**config.mk**
```make
export PLATFORM = sky130hd
export DESIGN_NAME = mux_scan_sampler
export DESIGN_NICKNAME = d
export VERILOG_FILES = /design/src/rtl/mux_scan_sampler_pkg.sv /design/src/rtl/mux_scan_sampler_settle_counter.sv /design/src/rtl/mux_scan_sampler.sv
export SDC_FILE = /design/constraint.sdc
export NUM_CORES = 1
export LEC_CHECK = 0
export BUFFER_PORTS_ARGS = -buffer_cell sky130_fd_sc_hd__buf_2
export CAP_MARGIN = 40
export CORE_ASPECT_RATIO = 0.75
export CORE_MARGIN = 2
export CORE_UTILIZATION = 25
export DETAILED_ROUTE_END_ITERATION = 10
export PLACE_DENSITY = 0.38
export SLEW_MARGIN = 20
export SYNTH_ARGS = -nofsm -noshare
export SYNTH_HDL_FRONTEND = slang
export SYNTH_SLANG_ARGS = --single-unit
```
**constraint.sdc**
```tcl
create_clock -name clk -period 1.8 [get_ports clk]
set_input_delay 0.09 -clock clk [delete_from_list [all_inputs] [get_ports clk]]
set_output_delay 0.09 -clock clk [all_outputs]
set_load 0.01 [all_outputs]
```
**src/rtl/mux_scan_sampler_pkg.sv**
```systemverilog
// Shared types and constants for the 4:1 mux scan sequencer.
package mux_scan_sampler_pkg;

  localparam int NUM_CH = 4;
  localparam int SEL_W  = 2;

  localparam logic [SEL_W-1:0] LAST_CH = SEL_W'(NUM_CH - 1);

  typedef enum logic {
    ST_IDLE = 1'b0,
    ST_SCAN = 1'b1
  } state_t;

endpackage

```
**src/rtl/mux_scan_sampler_settle_counter.sv**
```systemverilog
// Per-channel settle down-counter: load wins over decrement, holds at zero.
// zero_o reflects the registered count (no same-cycle bypass).
module mux_scan_sampler_settle_counter
  import mux_scan_sampler_pkg::*;
#(
  parameter int CNT_W = 8
) (
  input  logic             clk,
  input  logic             rst_n,
  input  logic             load_i,
  input  logic [CNT_W-1:0] load_val_i,
  input  logic             dec_i,
  output logic             zero_o
);

  logic [CNT_W-1:0] cnt_q;
  logic [CNT_W-1:0] cnt_d;

  always_comb begin
    cnt_d = cnt_q;
    if (load_i) begin
      cnt_d = load_val_i;
    end else if (dec_i && (cnt_q != '0)) begin
      cnt_d = cnt_q - CNT_W'(1);
    end
  end

  always_ff @(posedge clk or negedge rst_n) begin
    if (!rst_n) begin
      cnt_q <= '0;
    end else begin
      cnt_q <= cnt_d;
    end
  end

  assign zero_o = (cnt_q == '0);

endmodule

```
**src/rtl/mux_scan_sampler.sv**
```systemverilog
// Steps the mux select through all channels, settles, samples, and publishes a 4-bit word.
// A scan takes 4*(SETTLE_CYCLES+1) clocks; start is ignored while busy, nothing is queued.
module mux_scan_sampler
  import mux_scan_sampler_pkg::*;
#(
  parameter int unsigned SETTLE_CYCLES = 2,
  parameter int          CNT_W         = 8
) (
  input  logic              clk,
  input  logic              rst_n,
  input  logic              start,
  input  logic              cont,
  input  logic              mux_out,
  output logic [SEL_W-1:0]  sel,
  output logic              busy,
  output logic              done,
  output logic [NUM_CH-1:0] sample,
  output logic              changed
);

  localparam logic [CNT_W-1:0] SETTLE_LD = CNT_W'(SETTLE_CYCLES);

  state_t              state_q, state_d;
  logic [SEL_W-1:0]    sel_q, sel_d;
  logic                busy_q, busy_d;
  logic                done_q, done_d;
  logic                changed_q, changed_d;
  logic [NUM_CH-1:0]   sample_q, sample_d;
  logic [NUM_CH-2:0]   staging_q, staging_d;

  logic                cnt_load;
  logic                cnt_dec;
  logic                cnt_zero;
  logic [NUM_CH-1:0]   scan_word;

  mux_scan_sampler_settle_counter #(
    .CNT_W (CNT_W)
  ) u_settle (
    .clk        (clk),
    .rst_n      (rst_n),
    .load_i     (cnt_load),
    .load_val_i (SETTLE_LD),
    .dec_i      (cnt_dec),
    .zero_o     (cnt_zero)
  );

  // The last channel bypasses staging and goes straight into the published word.
  assign scan_word = {mux_out, staging_q};

  always_comb begin
    state_d   = state_q;
    sel_d     = sel_q;
    busy_d    = busy_q;
    done_d    = 1'b0;
    changed_d = 1'b0;
    sample_d  = sample_q;
    staging_d = staging_q;
    cnt_load  = 1'b0;
    cnt_dec   = 1'b0;

    case (state_q)
      ST_IDLE: begin
        if (start) begin
          sel_d    = '0;
          busy_d   = 1'b1;
          cnt_load = 1'b1;
          state_d  = ST_SCAN;
        end
      end

      ST_SCAN: begin
        if (!cnt_zero) begin
          cnt_dec = 1'b1;
        end else if (sel_q != LAST_CH) begin
          for (int i = 0; i < NUM_CH - 1; i++) begin
            if (sel_q == SEL_W'(i)) begin
              staging_d[i] = mux_out;
            end
          end
          sel_d    = sel_q + SEL_W'(1);
          cnt_load = 1'b1;
        end else begin
          sample_d  = scan_word;
          done_d    = 1'b1;
          changed_d = (scan_word != sample_q);
          sel_d     = '0;
          if (cont) begin
            cnt_load = 1'b1;
          end else begin
            busy_d  = 1'b0;
            state_d = ST_IDLE;
          end
        end
      end

      default: begin
        state_d = ST_IDLE;
        busy_d  = 1'b0;
        sel_d   = '0;
      end
    endcase
  end

  always_ff @(posedge clk or negedge rst_n) begin
    if (!rst_n) begin
      state_q   <= ST_IDLE;
      sel_q     <= '0;
      busy_q    <= 1'b0;
      done_q    <= 1'b0;
      changed_q <= 1'b0;
      sample_q  <= '0;
      staging_q <= '0;
    end else begin
      state_q   <= state_d;
      sel_q     <= sel_d;
      busy_q    <= busy_d;
      done_q    <= done_d;
      changed_q <= changed_d;
      sample_q  <= sample_d;
      staging_q <= staging_d;
    end
  end

  assign sel     = sel_q;
  assign busy    = busy_q;
  assign done    = done_q;
  assign sample  = sample_q;
  assign changed = changed_q;

endmodule

```
==> reports/qor.yml, run 1 <==
detailed_routing:
  dr.first_iter.drc_count: 49
  detail_route.wl_per_cell_um: 12.81
  drtPass1Iterations: 2
  final_antenna_net_count: 0
  vias_per_cell: 4.388
  totalWireLength_mm: 2.344
  num_vias: 803
  drc_errors: 0
cts:
  cts_tree: "yes"
  clock_sinks: 21
  maximum_clock_path_buffer_count: 2
  worstSkewPairLatency_ns: 0.26
  clkSlewWorstSetupHoldPaths_ns: 0.08
  cts_made_buffers: 3
  h_tree_level_count: 1
  clock-root-buffer: "clkbuf_8"
timing:
  final_min_period_over_clock_period_pct: 92.99
  setup_repair_after_global_routing_missed_its_margin: "no"
  period_minus_slack_ns: 1.674
  timing.setup.tns_ns: 0
  slew-limit-headroom_pct: 65.95
  finalMaxSlewViolations: 0
  worst_slew_pin_slew_ns: 0.5108
  worst_clock_skew_ns: 0.001710
  holdWs_ns: 0.1222
  finalSetupViolations: 0
  achievable-frequency_mhz: 597.4
  finalHoldViolations: 0
flow_run:
  max_cap_violations: 0
floorplanning:
  effective_utilization_at_floorplan_pct: 26.31
  die_h_um: 60.92
  io_pins: 14
  die-width_um: 79.89
  core_region_area_um2: 4104
  floorplan.die_area_um2: 4866
  rows: 20
setup_path:
  critical_path_required_ns: 1.95
  criticalPathCategory: "flop to flop"
  critical_path_peak_fanout: 9
  worst_r2r_path_depth: 7
  crit_arrival_ns: 1.82
  timing.critical_path.to_type: "flop"
  timing.critical_path.from_type: "flop"
  r2r_setup_slack_ns: 0.13
global_routing:
  use_met3_pct: 3.869
  grt_use_met1_pct: 15.86
  grt_overflow: 0
  aggregate_global_route_resource_usage_pct: 11.46
  antenna_violations_before_repair: 0
  maximum_number_of_pins_on_one_net_before_global_route_repair: 22
  globalRoute.busiestLayer: "met2"
  use_met2_pct: 17.74
  grt_pass1_wl_mm: 4.188
  grt_pass1_vias: 838
yosys:
  synthesis.area_per_instance_um2: 10.59
  ys_ff_latch: 21
  syn-instance-count: 102
  mappedNetlistNets: 113
  synth-seq-area-share_pct: 48.67
  ys.warnings.count: 0
  mappedNetlistArea_um2: 1080
  netlist-cell-type-count: 29
  synth.largest_area_cell: "dfrtp_1"
  ys_top_cells_by_area: "dfrtp_1, ha_1, inv_1"
  yosysTopAreaCellShare_pct: 48.67
min_path:
  min_path_cells: 3
  timing.hold.worst.class: "input pin to flop"
layout:
  drive_gt1_share_pct: 31.25
  mostFrequentLayoutCells: "dfrtp_1, buf_2, inv_1, nand2_1, buf_4"
  layout.cells.most_common: "dfrtp_1"
  fill_cells: 446
  layout-area-overhead-vs-synth_pct: 24.68
  fin_nets: 140
  antennaDiodeCount: 0
run_status:
  outcome: "complete, no violations"
power:
  ir_drop_mv: 0.5316
  power.net_switching_uw: 792.1
  switching_share_pct: 38.40
  power.density_nw_per_um2: 1532
  p_comb_share_pct: 44.7
  clockPowerShare_pct: 15.1
  leakagePower_uw: 0.0006531
  p_int_uw: 1271
  pwr-share-seq_pct: 40.2
placement:
  finalWeightedCongestion: 0.6754
  hpwl_mm: 1.749
  port-buffer-count: 13
==> per-stage QoR <==
step	util [%]	setup WS [ns]	total power, uW	instance area [um2]	cells
after floorplan	-	0.007960	1411	1080	102
after global placement	31.10	0.07354	1745	1276	178
after detailed placement	31.10	0.04204	1766	1276	178
after CTS	32.47	0.02640	2094	1333	183
after global routing	32.80	0.004388	2277	1346	183
final	32.80	0.1262	2063	1346	183
==> timing repair <==
item / CTS / global route
hold buffers: 1 / 0
setup buffers: 0 / 0
resized for setup: 0 / 3
endpoints found under the hold margin: 21 / 0
endpoints found under the setup margin: 0 / 9
==> power by group through the flow <==
stage	combinational [uW]	clock [uW]	sequential, uW
detailed placement	925	0	841
global placement	913	0	832
finish	922	312	829
CTS	933	329	832
floorplan	550	0	861
global route	1070	355	855
==> cells in the mapped netlist <==
library cell / number
a211oi_1: 2
a21oi_1: 3
a2bb2oi_1: 1
a31oi_1: 2
a41oi_1: 1
and3_1: 1
buf_2: 1
buf_4: 1
dfrtp_1: 21
ha_1: 6
inv_1: 12
mux2_2: 4
mux2_4: 3
nand2_1: 12
nand2_2: 1
nand3_1: 1
nand4_1: 3
nor2_1: 3
nor2b_1: 1
nor3_1: 2
nor3b_1: 1
nor4_1: 1
nor4_4: 1
o211ai_2: 2
o21ai_0: 5
o21ai_1: 5
o32a_1: 1
or4_1: 1
xnor2_1: 4
==> critical path, cell delays in order (launching register included) <==
cell and delay (ns):
dfrtp_1 0.38, inv_1 0.08, ha_1 0.14, nor3b_1 0.17
buf_4 0.16, nand2_2 0.06, o32a_4 0.43, a2bb2oi_1 0.15
==> layer usage <==
layer	share of wire, %	routed length, um	vias up
li1	-	-	409
met1	52	1230	381
met2	43	1002	11
met3	4.1	96	2
met4	0.64	15	0
met5	0	0	-
==> final timing paths <==
check                                   from           endpoint
setup / recovery           u_settle.cnt_q[0]  u_settle.cnt_q[1]
hold / removal                          cont               busy
setup reg to reg           u_settle.cnt_q[0]  u_settle.cnt_q[1]
hold reg to reg                         busy               busy
max in group asynchronous              rst_n  u_settle.cnt_q[5]
min in group asynchronous              rst_n  u_settle.cnt_q[6]
==> cells by family after synthesis <==
group                      share of synthesized area (%)
adders and majority gates                          6.952
buffers and inverters                              5.330
xor gates and xnor gates                           3.244
DFF                                                48.67
AOI/OAI and AO/OA                                  13.44
and+or+nand+nor                                    14.02
muxes                                              8.342
==> flip-flops by register name, summed over array words and instances, names as in the netlist <==
register        count
state_q             1
changed             1
staging_q           3
done                1
sample              4
sel                 2
busy                1
u_settle.cnt_q      8
==> layout make-up <==
class,instances,area [um2],area share [%]
clock buffer,3,41.29,3.067
clock inverter,1,5.005,0.3717
timing repair buffer,24,150.1,11.15
inverter,12,45.04,3.346
tap,55,68.82,5.112
multi-input combinational,67,510.5,37.92
sequential,21,525.5,39.03
Note: power is estimated with default switching activity, not from simulation.
==> inputs of run 2 (changes only) <==
--- a/config.mk
+++ b/config.mk
@@ -13,4 +13,5 @@
 export DETAILED_ROUTE_END_ITERATION = 10
 export PLACE_DENSITY = 0.38
+export SKIP_CTS_REPAIR_TIMING = 1
 export SLEW_MARGIN = 20
 export SYNTH_ARGS = -nofsm -noshare
==> constraint.sdc (replaced) <==
create_clock -name clk -period 1.8 [get_ports clk]
set_input_delay 0.27 -clock clk [delete_from_list [all_inputs] [get_ports clk]]
set_output_delay 0.27 -clock clk [all_outputs]
set_load 0.01 [all_outputs]
==> reports/qor.yml, run 2 (synthesis results as in run 1) <==
run_status:
  outcome: "finished, violations left"
  violations: "negative hold slack"
detailed_routing:
  final_antenna_net_count: 0
  dr.first_iter.drc_count: 60
  drc_errors: 0
  totalWireLength_mm: 2.351
  vias_per_cell: 4.390
  num_vias: 799
  drtPass1Iterations: 2
  detail_route.wl_per_cell_um: 12.92
timing:
  period_minus_slack_ns: 1.685
  holdWs_ns: -0.03020
  setup_repair_after_global_routing_missed_its_margin: "no"
  final_min_period_over_clock_period_pct: 93.60
  slew-limit-headroom_pct: 66.35
  timing.setup.tns_ns: 0
  fin_ws_ns: 0.1152
  worst_slew_pin_slew_ns: 0.5047
  finalMaxSlewViolations: 0
  worst_clock_skew_ns: 0.002205
  achievable-frequency_mhz: 593.6
  finalHoldViolations: 21
  finalSetupViolations: 0
layout:
  fill_cells: 446
  mostFrequentLayoutCells: "dfrtp_1, buf_2, inv_1, nand2_1, buf_4"
  largest_register: "u_settle.cnt_q"
  fin_nets: 139
  finalInstanceArea_um2: 1336
  drive_gt1_share_pct: 31.50
  final_cells: 182
  largest_register_ffs: 8
  antennaDiodeCount: 0
  footprint_of_the_multi_input_gates_um2: 510.5
  layout.cells.most_common: "dfrtp_1"
  layout-area-overhead-vs-synth_pct: 23.75
  regArea_um2: 525.5
placement:
  port-buffer-count: 13
  place_inst: 178
  dpl-instance-area_um2: 1276
  hpwl_mm: 1.749
  placement.setup.worst_slack_ns: 0.04204
  finalWeightedCongestion: 0.6754
cts:
  cts_made_buffers: 3
  cts_tree: "yes"
  clock-root-buffer: "clkbuf_8"
  clkSlewWorstSetupHoldPaths_ns: 0.08
  maximum_clock_path_buffer_count: 2
  worstSkewPairLatency_ns: 0.26
  clock_sinks: 21
  h_tree_level_count: 1
setup_path:
  critical_path_peak_fanout: 9
  crit_arrival_ns: 1.83
  critical_path_required_ns: 1.95
  critical_path.cell_chain: "nor4_4, buf_4, a21oi_1, buf_4, a31oi_1, o21ai_1"
  timing.critical_path.from_type: "flop"
  timing.critical_path.to_type: "flop"
  critical_path.reg2reg.startpoint: "u_settle.cnt_q[4]"
  worstSetupStartpoint: "u_settle.cnt_q[4]"
  crit_path_frequent_cell: "buf_4"
  criticalPathCategory: "flop to flop"
  largest_incremental_delay_on_the_critical_path_ns: 0.43
  cp_slowest_cell: "dfrtp_1"
power:
  power.net_switching_uw: 790.7
  power.density_nw_per_um2: 1541
  ir_drop_mv: 0.5317
  pwr-share-seq_pct: 40.3
  clockPowerShare_pct: 15.1
  p_int_uw: 1269
  leakagePower_uw: 0.0006489
  p_comb_share_pct: 44.6
  switching_share_pct: 38.39
floorplanning:
  core_region_area_um2: 4104
  rows: 20
  die_h_um: 60.92
  die-width_um: 79.89
  floorplan.die_area_um2: 4866
  io_pins: 14
  effective_utilization_at_floorplan_pct: 26.31
flow_run:
  max_cap_violations: 0
global_routing:
  grt_pass1_wl_mm: 4.160
  maximum_number_of_pins_on_one_net_before_global_route_repair: 22
  antenna_violations_before_repair: 0
  aggregate_global_route_resource_usage_pct: 11.39
  grt_pass1_vias: 832
  grt_overflow: 0
min_path:
  timing.hold.worst.class: "input pin to asynchronous set/reset pin"
[run 2: changes by cell type in the layout (fill, tap and decap cells not counted), sizes merged]
cell	change
dlygate4sd3	-1
[run 2: routing by layer]
| layer | up-vias | GRT usage [%] | part of all wire (%) |
|---|---|---|---|
| li1 | 405 | - | - |
| met1 | 381 | 15.77 | 52 |
| met2 | 11 | 17.62 | 43 |
| met3 | 2 | 3.869 | 4.1 |
| met4 | 0 | 2.179 | 0.64 |
| met5 | - | 0 | 0 |
[run 2: worst paths after layout]
kind,to,slack (ns),depth (start not counted)
max in group asynchronous,u_settle.cnt_q[5],1.49,1
worst max register to register,u_settle.cnt_q[4],0.12,6
worst max-delay path,u_settle.cnt_q[4],0.12,6
worst min register to register,busy,0.52,2
worst min-delay path,u_settle.cnt_q[0],-0.03,1
min in group clk,busy,0.30,3
[run 2: final cells by class]
cell class              count  area share [%]
inverters                  12           3.371
repair buffers             23           10.49
clock inverters             1          0.3745
multi-input cells          67           38.20
clock buffers               3           3.090
flip-flops and latches     21           39.33
well taps                  55           5.150
[run 2: stage by stage]
step / utilization [%] / hold WS [ns] / power (uW)
2_1_floorplan: - / -0.02559 / 1411
6_report: 32.56 / -0.03020 / 2060
3_3_place_gp: 31.10 / 0.2721 / 1745
3_5_place_dp: 31.10 / 0.2782 / 1766
4_1_cts: 32.23 / -0.01203 / 2093
5_1_grt: 32.56 / 0.002132 / 2275
[run 2: power by group through the flow]
stage               logic, uW  clock network (uW)  registers, uW
floorplan                 550                   0            861
global placement          913                   0            832
detailed placement        925                   0            841
CTS                       931                 329            832
global route             1070                 355            855
finish                    919                 311            830
[run 2: worst max-delay path, delay by kind of cell, from the launching register on]
kind | cells | cell delay (ns)
compound gates | 3 | 0.32
flops | 1 | 0.43
buf+inv | 2 | 0.39
simple gates | 1 | 0.43
==> inputs of run 3 (changes only) <==
Settings changed: CORE_ASPECT_RATIO 0.75 to not set.
==> reports/qor.yml, run 3 (synthesis results as in run 1) <==
layout:
  final_cells: 176
  layout.cells.most_common: "dfrtp_1"
  largest_register_ffs: 8
  drive_gt1_share_pct: 30.95
  fin_nets: 138
  mostFrequentLayoutCells: "dfrtp_1, buf_2, inv_1, nand2_1, buf_4"
  layout-area-overhead-vs-synth_pct: 23.18
  antennaDiodeCount: 0
  largest_register: "u_settle.cnt_q"
  fill_cells: 429
min_path:
  timing.hold.worst.class: "input pin to flop"
  min_path_cells: 3
  worstHoldEndpoint: "busy"
  hold_path.startpoint: "cont"
timing:
  finalMaxSlewViolations: 0
  slew-limit-headroom_pct: 66.07
  worst_clock_skew_ns: 0.002710
  worst_slew_pin_slew_ns: 0.5089
  finalHoldViolations: 0
  finalSetupViolations: 0
  setup_repair_after_global_routing_missed_its_margin: "no"
  period_minus_slack_ns: 1.642
  achievable-frequency_mhz: 608.9
  timing.setup.tns_ns: 0
  final_min_period_over_clock_period_pct: 91.25
cts:
  clkSlewWorstSetupHoldPaths_ns: 0.08
  worstSkewPairLatency_ns: 0.26
  clock-root-buffer: "clkbuf_8"
  cts_made_buffers: 3
  cts_tree: "yes"
  h_tree_level_count: 1
  clock_sinks: 21
  maximum_clock_path_buffer_count: 2
detailed_routing:
  totalWireLength_mm: 2.336
  detail_route.wl_per_cell_um: 13.27
  maxUsedRoutingLayer: "met4"
  vias_per_cell: 4.591
  dr.first_iter.drc_count: 27
  final_antenna_net_count: 0
  wl_met2_mm: 1.115
  drc_errors: 0
  num_vias: 808
  route.met3.wl_um: 70
  wirelength_met1_mm: 1.125
  drtPass1Iterations: 4
setup_path:
  worst_r2r_path_depth: 7
  critPathTopFamily: "simple AND/OR/NAND/NOR gates"
  timing.critical_path.to_type: "flop"
  timing.critical_path.from_type: "flop"
  cp_slowest_cell: "dfrtp_1"
  critical_path.cell_chain: "inv_1, ha_1, nor3b_2, buf_4, and3_2, nand2_1, mux2_4"
  critical_path.reg2reg.startpoint: "u_settle.cnt_q[0]"
  critical_path_peak_fanout: 4
  criticalPathCategory: "flop to flop"
  largest_incremental_delay_on_the_critical_path_ns: 0.35
  critical_path_required_ns: 1.95
  worstPathBufferInverterCount: 2
  regToRegEndpoint: "staging_q[0]"
  r2r_setup_slack_ns: 0.16
  crit_arrival_ns: 1.79
power:
  power.density_nw_per_um2: 1536
  pwr-share-seq_pct: 41.6
  leakagePower_uw: 0.0006454
  power.net_switching_uw: 792.1
  p_comb_share_pct: 43.0
  switching_share_pct: 38.78
  clockPowerShare_pct: 15.4
  p_int_uw: 1250
  ir_drop_mv: 0.5964
global_routing:
  maximum_number_of_pins_on_one_net_before_global_route_repair: 22
  grt_overflow: 0
  grt_pass1_wl_mm: 3.877
  antenna_violations_before_repair: 0
  grt_pass1_vias: 811
  aggregate_global_route_resource_usage_pct: 10.07
flow_run:
  max_cap_violations: 0
floorplanning:
  rows: 23
  floorplan.die_area_um2: 4861
  effective_utilization_at_floorplan_pct: 26.42
  die-width_um: 69.72
  core_region_area_um2: 4086
  io_pins: 14
  die_h_um: 69.72
placement:
  port-buffer-count: 13
  place_inst: 171
  finalWeightedCongestion: 0.7029
  hpwl_mm: 1.678
run_status:
  outcome: "complete, no violations"
run 3: changes by cell type in the layout (fill, tap and decap cells not counted), sizes merged:
| cell | previous run | this run |
|---|---|---|
| buf | 23 | 21 |
| dlygate4sd3 | 0 | 1 |
run 3: area by class of cell:
class | count | area, um2 | area share [%]
Clock inverter | 1 | 5.005 | 0.3763
Inverter | 12 | 45.04 | 3.387
Multi-Input combinational cell | 67 | 515.5 | 38.76
Sequential cell | 21 | 525.5 | 39.51
Tap cell | 50 | 62.56 | 4.704
Timing Repair Buffer | 22 | 135.1 | 10.16
Clock buffer | 3 | 41.29 | 3.104
run 3: per-layer routing:
metal  vias to the layer above  GRT usage, %
li1                        402             -
met4                         0         3.205
met2                         9         15.92
met5                         -             0
met1                       395         12.91
met3                         2         3.488
run 3: how the worst max path moves through the flow:
stage                            startpoint           endpoint  slack [ns]  depth (start not counted)
final                     u_settle.cnt_q[0]       staging_q[0]        0.16                          7
after CTS                 u_settle.cnt_q[1]  u_settle.cnt_q[1]        0.02                          7
after global placement    u_settle.cnt_q[0]  u_settle.cnt_q[1]        0.06                          7
after global routing      u_settle.cnt_q[1]  u_settle.cnt_q[1]        0.03                          7
after detailed placement  u_settle.cnt_q[1]  u_settle.cnt_q[1]        0.05                          7
after floorplan           u_settle.cnt_q[0]  u_settle.cnt_q[1]       0.008                          7
run 3: power by group through the flow:
stage          clock (uW)  combinational, uW  sequential [uW]
3_5_place_dp            0                874              857
6_report              315                878              849
5_1_grt               350               1000              881
3_3_place_gp            0                862              853
2_1_floorplan           0                550              861
4_1_cts               337                881              848
run 3: through the flow:
step	util (%)	total power, uW	hold slack, ns	setup WS (ns)	instance area (um2)
after floorplan	-	1411	-0.02559	0.007960	1080
after global placement	30.71	1715	0.2703	0.06404	1255
after detailed placement	30.71	1731	0.2731	0.04579	1255
after CTS	31.84	2066	-0.02131	0.02177	1301
after global routing	32.55	2235	0.2980	0.03475	1330
final	32.55	2042	0.2944	0.1576	1330
run 3: worst min-delay path, stage by stage:
cell and delay [ns]:
buf_2 0.11, o21ai_0 0.09, nand2_1 0.06
